===== src/rtl/seg_scan_ctrl.sv =====
// Four-digit 7-segment scan controller: rotates one shared decoder across the digits,
// double-buffers the displayed value per frame, and applies blink / leading-zero blanking.
module seg_scan_ctrl #(
    parameter int SCAN_DIV    = 50000,
    parameter int BLINK_SLOTS = 256,
    parameter int LZ_SUPPRESS = 1
) (
    input  logic        clk,
    input  logic        rst_n,
    input  logic [15:0] digits,
    input  logic        load,
    input  logic [3:0]  blink_mask,
    input  logic        en,
    output logic [3:0]  code,
    output logic [3:0]  an,
    output logic        frame_start
);
    localparam int PW = (SCAN_DIV > 1) ? $clog2(SCAN_DIV) : 1;
    localparam int BW = (BLINK_SLOTS > 1) ? $clog2(BLINK_SLOTS) : 1;
    localparam logic [PW-1:0] P_LAST = PW'(SCAN_DIV - 1);
    localparam logic [BW-1:0] B_LAST = BW'(BLINK_SLOTS - 1);

    logic [PW-1:0] pcnt_q, pcnt_d;
    logic [1:0]    slot_q, slot_d;
    logic [BW-1:0] bcnt_q, bcnt_d;
    logic          phase_q, phase_d;
    logic [15:0]   shadow_q, shadow_d;
    logic [15:0]   pend_q, pend_d;
    logic          pend_v_q, pend_v_d;
    logic [3:0]    code_q, code_d;
    logic [3:0]    an_q, an_d;
    logic          frame_start_q, frame_start_d;

    logic tick;
    logic frame_wrap;
    logic blank;

    always_comb begin
        tick       = (pcnt_q == P_LAST);
        frame_wrap = tick && (slot_q == 2'd3);

        pcnt_d = tick ? '0 : pcnt_q + PW'(1);
        slot_d = tick ? slot_q + 2'd1 : slot_q;

        bcnt_d  = bcnt_q;
        phase_d = phase_q;
        if (tick) begin
            if (bcnt_q == B_LAST) begin
                bcnt_d  = '0;
                phase_d = ~phase_q;
            end else begin
                bcnt_d = bcnt_q + BW'(1);
            end
        end

        // A load landing on the wrap tick bypasses pend so it shows in the frame just starting.
        shadow_d = shadow_q;
        pend_d   = pend_q;
        pend_v_d = pend_v_q;
        if (load && frame_wrap) begin
            shadow_d = digits;
            pend_v_d = 1'b0;
        end else if (load) begin
            pend_d   = digits;
            pend_v_d = 1'b1;
        end else if (frame_wrap && pend_v_q) begin
            shadow_d = pend_q;
            pend_v_d = 1'b0;
        end

        blank = (phase_q && blink_mask[slot_q]) ||
                ((LZ_SUPPRESS != 0) && (slot_q == 2'd3) && (shadow_q[15:12] == 4'h0));

        code_d        = shadow_q[{slot_q, 2'b00} +: 4];
        an_d          = (!en || blank) ? 4'b1111 : ~(4'b0001 << slot_q);
        frame_start_d = frame_wrap;
    end

    always_ff @(posedge clk or negedge rst_n) begin
        if (!rst_n) begin
            pcnt_q        <= '0;
            slot_q        <= 2'd0;
            bcnt_q        <= '0;
            phase_q       <= 1'b0;
            shadow_q      <= 16'h0000;
            pend_q        <= 16'h0000;
            pend_v_q      <= 1'b0;
            code_q        <= 4'h0;
            an_q          <= 4'b1111;
            frame_start_q <= 1'b0;
        end else begin
            pcnt_q        <= pcnt_d;
            slot_q        <= slot_d;
            bcnt_q        <= bcnt_d;
            phase_q       <= phase_d;
            shadow_q      <= shadow_d;
            pend_q        <= pend_d;
            pend_v_q      <= pend_v_d;
            code_q        <= code_d;
            an_q          <= an_d;
            frame_start_q <= frame_start_d;
        end
    end

    assign code        = code_q;
    assign an          = an_q;
    assign frame_start = frame_start_q;
endmodule


===== config.mk =====
export PLATFORM = sky130hd
export DESIGN_NAME = seg_scan_ctrl
export DESIGN_NICKNAME = d
export VERILOG_FILES = /design/src/rtl/seg_scan_ctrl.sv
export SDC_FILE = /design/constraint.sdc
export NUM_CORES = 1
export LEC_CHECK = 0
export ABC_AREA = 0
export ABC_CLOCK_PERIOD_IN_PS = 5100
export BUFFER_PORTS_ARGS = -buffer_cell sky130_fd_sc_hd__buf_2
export CORE_MARGIN = 2
export CORE_UTILIZATION = 63
export DETAILED_ROUTE_END_ITERATION = 10
export PLACE_DENSITY_LB_ADDON = 0.08
export SLEW_MARGIN = 15
export SYNTH_ARGS = -nofsm -noshare
export SYNTH_HDL_FRONTEND = slang
export SYNTH_SLANG_ARGS = --single-unit
export TNS_END_PERCENT = 20

===== constraint.sdc =====
create_clock -name clk -period 5.1 [get_ports clk]
set_input_delay 0.765 -clock clk [delete_from_list [all_inputs] [get_ports clk]]
set_output_delay 0.765 -clock clk [all_outputs]
set_load 0.01 [all_outputs]

=== Word level (Yosys, flattened, before mapping) ===
Index checks and enable logic that the tools add are counted.
Widths: inputs -> output; s select.

* Output and inout bits: 9
* Word-level logic and storage cells: 48
* Bits of input ports: 24
* Register bits after elaboration: 69

* Add/subtract/negate cells: 3
* Reductions and logical operators: 14
* Shift operators: 2
* Eq/ne operators: 4
* $lt $le $gt $ge: 1
* Bitwise logic cells: 3
* Muxes and demuxes: 11

{| class="wikitable"
|+ Operators by type and width
! kind !! count
|-
| $mux 16 || 4
|-
| $add 16x1->16 const B || 1
|-
| $eq 16x16->1 const B || 1
|-
| $shiftx 16x5->4 || 1
|-
| $add 8x1->8 const B || 1
|-
| $eq 8x8->1 const B || 1
|-
| $mux 8 || 1
|-
| $reduce_and 2->1 || 3
|-
| $logic_and 1x1->1 || 5
|-
| $logic_not 4->1 || 1
|-
| $mux 1 || 4
|-
| $mux 4 || 1
|-
| $not 4->4 || 1
|-
| $shl 1x2->4 const A || 1
|-
| $lt 2x3->1 const B || 1
|-
| $reduce_bool 3->1 || 1
|-
| $add 2x1->2 const B || 1
|-
| $bmux 1 s2 || 1
|-
| $eq 2x2->1 const B || 1
|-
| $logic_or 1x1->1 || 2
|-
| $ne 2x1->1 const B || 1
|-
| $not 1->1 || 2
|-
| $reduce_bool 2->1 || 1
|-
| $logic_not 1->1 || 1
|}

=== Depth between registers and ports, before layout ===
* Depth after elaboration: 6
* Gate-level depth with buffers: 8
* Gate-level depth less buffers: 6

=== Worst setup path after synthesis ===
OpenSTA, ideal clock, no wires.

* Path type: flip-flop to flip-flop
* Start: reg pcnt_q[5]
* End: reg pend_q[0]
* Path slack: 2.848 ns
* Cell stages (with the launch flop): 7
* Path buffers: 2
* Required time: 4.975 ns
* Arrival: 2.127 ns
* Setup time: 0.125 ns
* Clock period less this slack: 2.252 ns
* Path through: dfrtp_1 -> or4b_4 -> or4_1 -> buf_6 -> nand2_8 -> buf_12 -> mux2_4

* Cells in the longest elaborated chain, start to end: 5

{| class="wikitable"
|+ Ends and longest elaborated chain
! item !! line !! text
|-
| start: declaration || 23 || <nowiki>logic [PW-1:0] pcnt_q, pcnt_d;</nowiki>
|-
| start signal: assignment || 92 || <nowiki>pcnt_q <= pcnt_d;</nowiki>
|-
| $eq 16x16->1 || 39 || <nowiki>tick = (pcnt_q == P_LAST);</nowiki>
|-
| $logic_and 1x1->1 || 40 || <nowiki>frame_wrap = tick && (slot_q == 2'd3);</nowiki>
|-
| $logic_and 1x1->1 || 60 || <nowiki>if (load && frame_wrap) begin</nowiki>
|-
| $not 1->1 (no source line) || -- ||
|-
| $reduce_and 2->1 (no source line) || -- ||
|-
| end signal: assignment || 97 || <nowiki>pend_q <= pend_d;</nowiki>
|-
| end: declaration || 28 || <nowiki>logic [15:0] pend_q, pend_d;</nowiki>
|}

Every way passes these cells.
A chain may end at the register's enable or synchronous reset.

=== Final worst setup path ===
* Start: reg pcnt_q[7]
* End: reg shadow_q[11]

* Cells in the longest elaborated chain, start to end: 5
* Elaborated cells on any way between the ends: 8
* Classes of those cells: 2 x eq/ne; 1 x mux; 5 x reduce/logical

{| class="wikitable"
|+ Ends and longest elaborated chain
! item !! line !! text
|-
| $eq 16x16->1 * || 39 ||
|-
| $logic_and 1x1->1 * || 40 ||
|-
| $logic_and 1x1->1, on equally long branches || 60, 66 ||
|-
| $ne 2x1->1 (no source line) or $reduce_bool 2->1 (tied branches) || -- ||
|-
| $reduce_and 2->1 (no source line) || -- ||
|-
| end signal: assignment || 96 || <nowiki>shadow_q <= shadow_d;</nowiki>
|-
| end: declaration || 27 || <nowiki>logic [15:0] shadow_q, shadow_d;</nowiki>
|}

Every way passes the cells marked *; elsewhere a longest branch is shown, timed or not.

==> impl_results.md <==
* Post-Syn Area at 3240 um^2
* Wl on met1 at between 2 and 3 mm
* Crit. End Element: flip-flop
* Worst vdd ir at 305 uV
* Inst Count DP at 369
* Post-route cell area at 3670 um^2
* Fmax at roughly 360 MHz
* Slowest CP cell: or4_1
* Synth Net Count at 308
* IO Count at 33
* Worst Path Arrival at 3.03 ns
* Mean Syn Cell Area at 11.7 um^2
* H-tree levels at 3
* Share of cells above drive strength 1 at 25.7%
* Final setup violation count at 0
* Power density over the cells at 323 nW/um^2
* Worst slew margin at 34.1%
* Post-synth top area share at 50.2%
* Iter 0 DRT Violations at roughly 170
* Met3 Wirelength at 307 um
* Most frequent cells in the layout: 65 x dfrtp_1, 34 x nand3_1, 32 x buf_2
* WHS at roughly 0.47 ns
* Pre-Repair DR Iteration Count at 4
* Top sig layer: met4
* Post-synthesis register bit count at 69
* Clock root buffer master: clkbuf_8
* Req. time, crit path at 5.38 ns
* Post-CTS Setup Inserts at 0
* Fin util at between 70% and 80%
* Maximum Capacitance Violations at 0
* DP Area at 3410 um^2
* Inserted Clock Buffers at 9
* R2r setup slk at 2.35 ns
* GPL Wtd Cong at 0.839
* Chip Height at 75.7 um
* Initial antenna violation count at 0
* Initial Util at 64.2%
* N_diodes at 0
* Post-Route Setup TNS at 0 ns
* Synth area leaders: dfrtp_1 50%, nand3_1 5.3%, mux2_4 4.6%, mux4_2 3.5%, nand2_1 3.4%
* Total wire length at approximately 6.2 mm
* Most common cell after layout, fill and taps aside: dfrtp_1
* Layout area overhead at 13.3%
* Clk sinks at 69
* Worst setup SP type: flip-flop
* Fillers at 366
* Ys flop type: dfrtp_1
* DR DRC count at 0
* Max Fanout on Critical Path at 32
* Hpwl dp at 3.84 mm
* Vias per cell at around 5.9
* Netlist cell types at 45
* Cell Rows at 26
* CTS Hold Bufs at 0
* Top delay family on crit path: simple AND/OR/NAND/NOR gates
* Vias in the first global route at 2,263
* Nets at 340
* Pleak at 1.59 nW
* Die area at approximately 5700 um^2
* Clock tree buffer depth at 2
* Met2 Routed Length at approximately 3.2 mm
* Routed WL per cell at approximately 16 um
* Die Width at 75.7 um
* GR Util All Layers at 24.9%
* EDFF count, synth at 0
* Post-synth ARST share at 100%
* Clock transition at the registers of the reported paths at roughly 0.07 ns
* CTS tree: built
* Unrepaired setup endpoints after global routing: false
* Largest net degree at the start of global routing at 70
* Worst min path class: reg -> reg
* Crit share post-route at 53.9%
* Via count at approximately 2,300
* Post-CTS Resized at 0
* CORE AREA at approximately 5000 um^2
* Post-layout min period at 2.75 ns
* YS warnings at 0
* Fin cells at around 390
* Clock Skews at 0.00929 ns
* Post-route ant nets at 0
* Port Buffers at 32
* Crit-path cells: or4b_1 > or4_1 > clkinv_2 > a32oi_1 > nand3_1
* Crit-path max cell delay at around 0.84 ns
* Register area share after synthesis at between 50 and 60%
* Worst Tran Pin Value at 0.984 ns
* Status: completed
* Critical path buffers and inverters at 1
* First-pass GRT wire length at slightly above 10 mm
* Dominant cell type by area after synthesis: dfrtp_1
* Final hold viol count at 0
* Clock Latency Late Sink at 0.35 ns
* Crit path kind: reg -> reg
* Mapped Cells at 278
* Max-slew violations at 0
* GRT overflow at 0
## final timing paths
path / to / depth (start not counted) / startpoint
max in group asynchronous: pcnt_q[8]$_DFF_PN0_ / 2 / rst_n
hold reg to reg: phase_q$_DFFE_PN0P_ / 1 / phase_q$_DFFE_PN0P_
min in group asynchronous: pend_q[1]$_DFFE_PN0P_ / 2 / rst_n
setup / recovery: shadow_q[11]$_DFFE_PN0P_ / 5 / pcnt_q[7]$_DFF_PN0_
setup reg to reg: shadow_q[11]$_DFFE_PN0P_ / 5 / pcnt_q[7]$_DFF_PN0_
hold / removal: phase_q$_DFFE_PN0P_ / 1 / phase_q$_DFFE_PN0P_
## kinds of logic after synthesis
group           Yosys count  synth area share (%)
mux                      24                  11.1
compound gates           34                  6.99
xor+xnor                 18                  4.87
fa+ha+maj                 6                  2.32
simple gates            109                  17.8
flops                    69                  53.5
buf+inv                  18                  3.40
## layer usage
| layer | up-vias | global-route usage [%] |
|---|---|---|
| met4 | 0 | 10.5 |
| met1 | 1131 | 29.7 |
| met2 | 57 | 41.1 |
| met3 | 9 | 8.73 |
| li1 | 1063 | - |
| met5 | - | 0 |
## synth_stat cells, drive strengths merged, types with 7 or more instances
cell and n:
a21oi 11, xnor2 9, dfrtp 65, a32oi 12, nand3 34, clkbuf 7
o21ai 7, mux2 16, nand2 30, nor2 14, xor2 9
## stage by stage
step	power, mW	worst slack, ns
2_1_floorplan	0.608	2.85
3_3_place_gp	0.635	2.47
3_5_place_dp	0.635	2.44
4_1_cts	1.20	2.37
5_1_grt	1.23	2.13
6_report	1.19	2.35
## report_power, final
| part | switching (mW) | internal (mW) | total [mW] | leakage, nW |
|---|---|---|---|---|
| combinational | 0.0283 | 0.0278 | 0.0561 | 0.648 |
| sequential | 0.00780 | 0.561 | 0.569 | 0.815 |
| clock | 0.195 | 0.365 | 0.560 | 0.130 |
| total | 0.231 | 0.954 | 1.19 | 1.59 |
## layout make-up
cell class                 count  area [um^2]  share of cell area [%]
timing repair buffer          34          175                    4.77
inverter                       5         20.0                   0.545
sequential                    69         1730                    47.2
multi-input combinational    191         1400                    38.1
clock buffer                  13          169                    4.60
clock inverter                 3         90.1                    2.45
tap                           70         87.6                    2.39
## state kept, by name (all words and copies together) (netlist names)
name,flops
an,4
bcnt_q,8
code,4
frame_start,1
pcnt_q,16
pend_q,16
pend_v_q,1
phase_q,1
shadow_q,16
slot_q,2
## worst register-to-register path: cells and delay by family, from the launching register on
| family | cells | cell delay (ns) |
|---|---|---|
| AND/OR/NAND/NOR | 3 | 1.58 |
| buffers and inverters | 1 | 0.46 |
| flip-flops | 1 | 0.44 |
| AO/OA/AOI/OAI | 1 | 0.20 |
(Power assumes the default switching activity.)
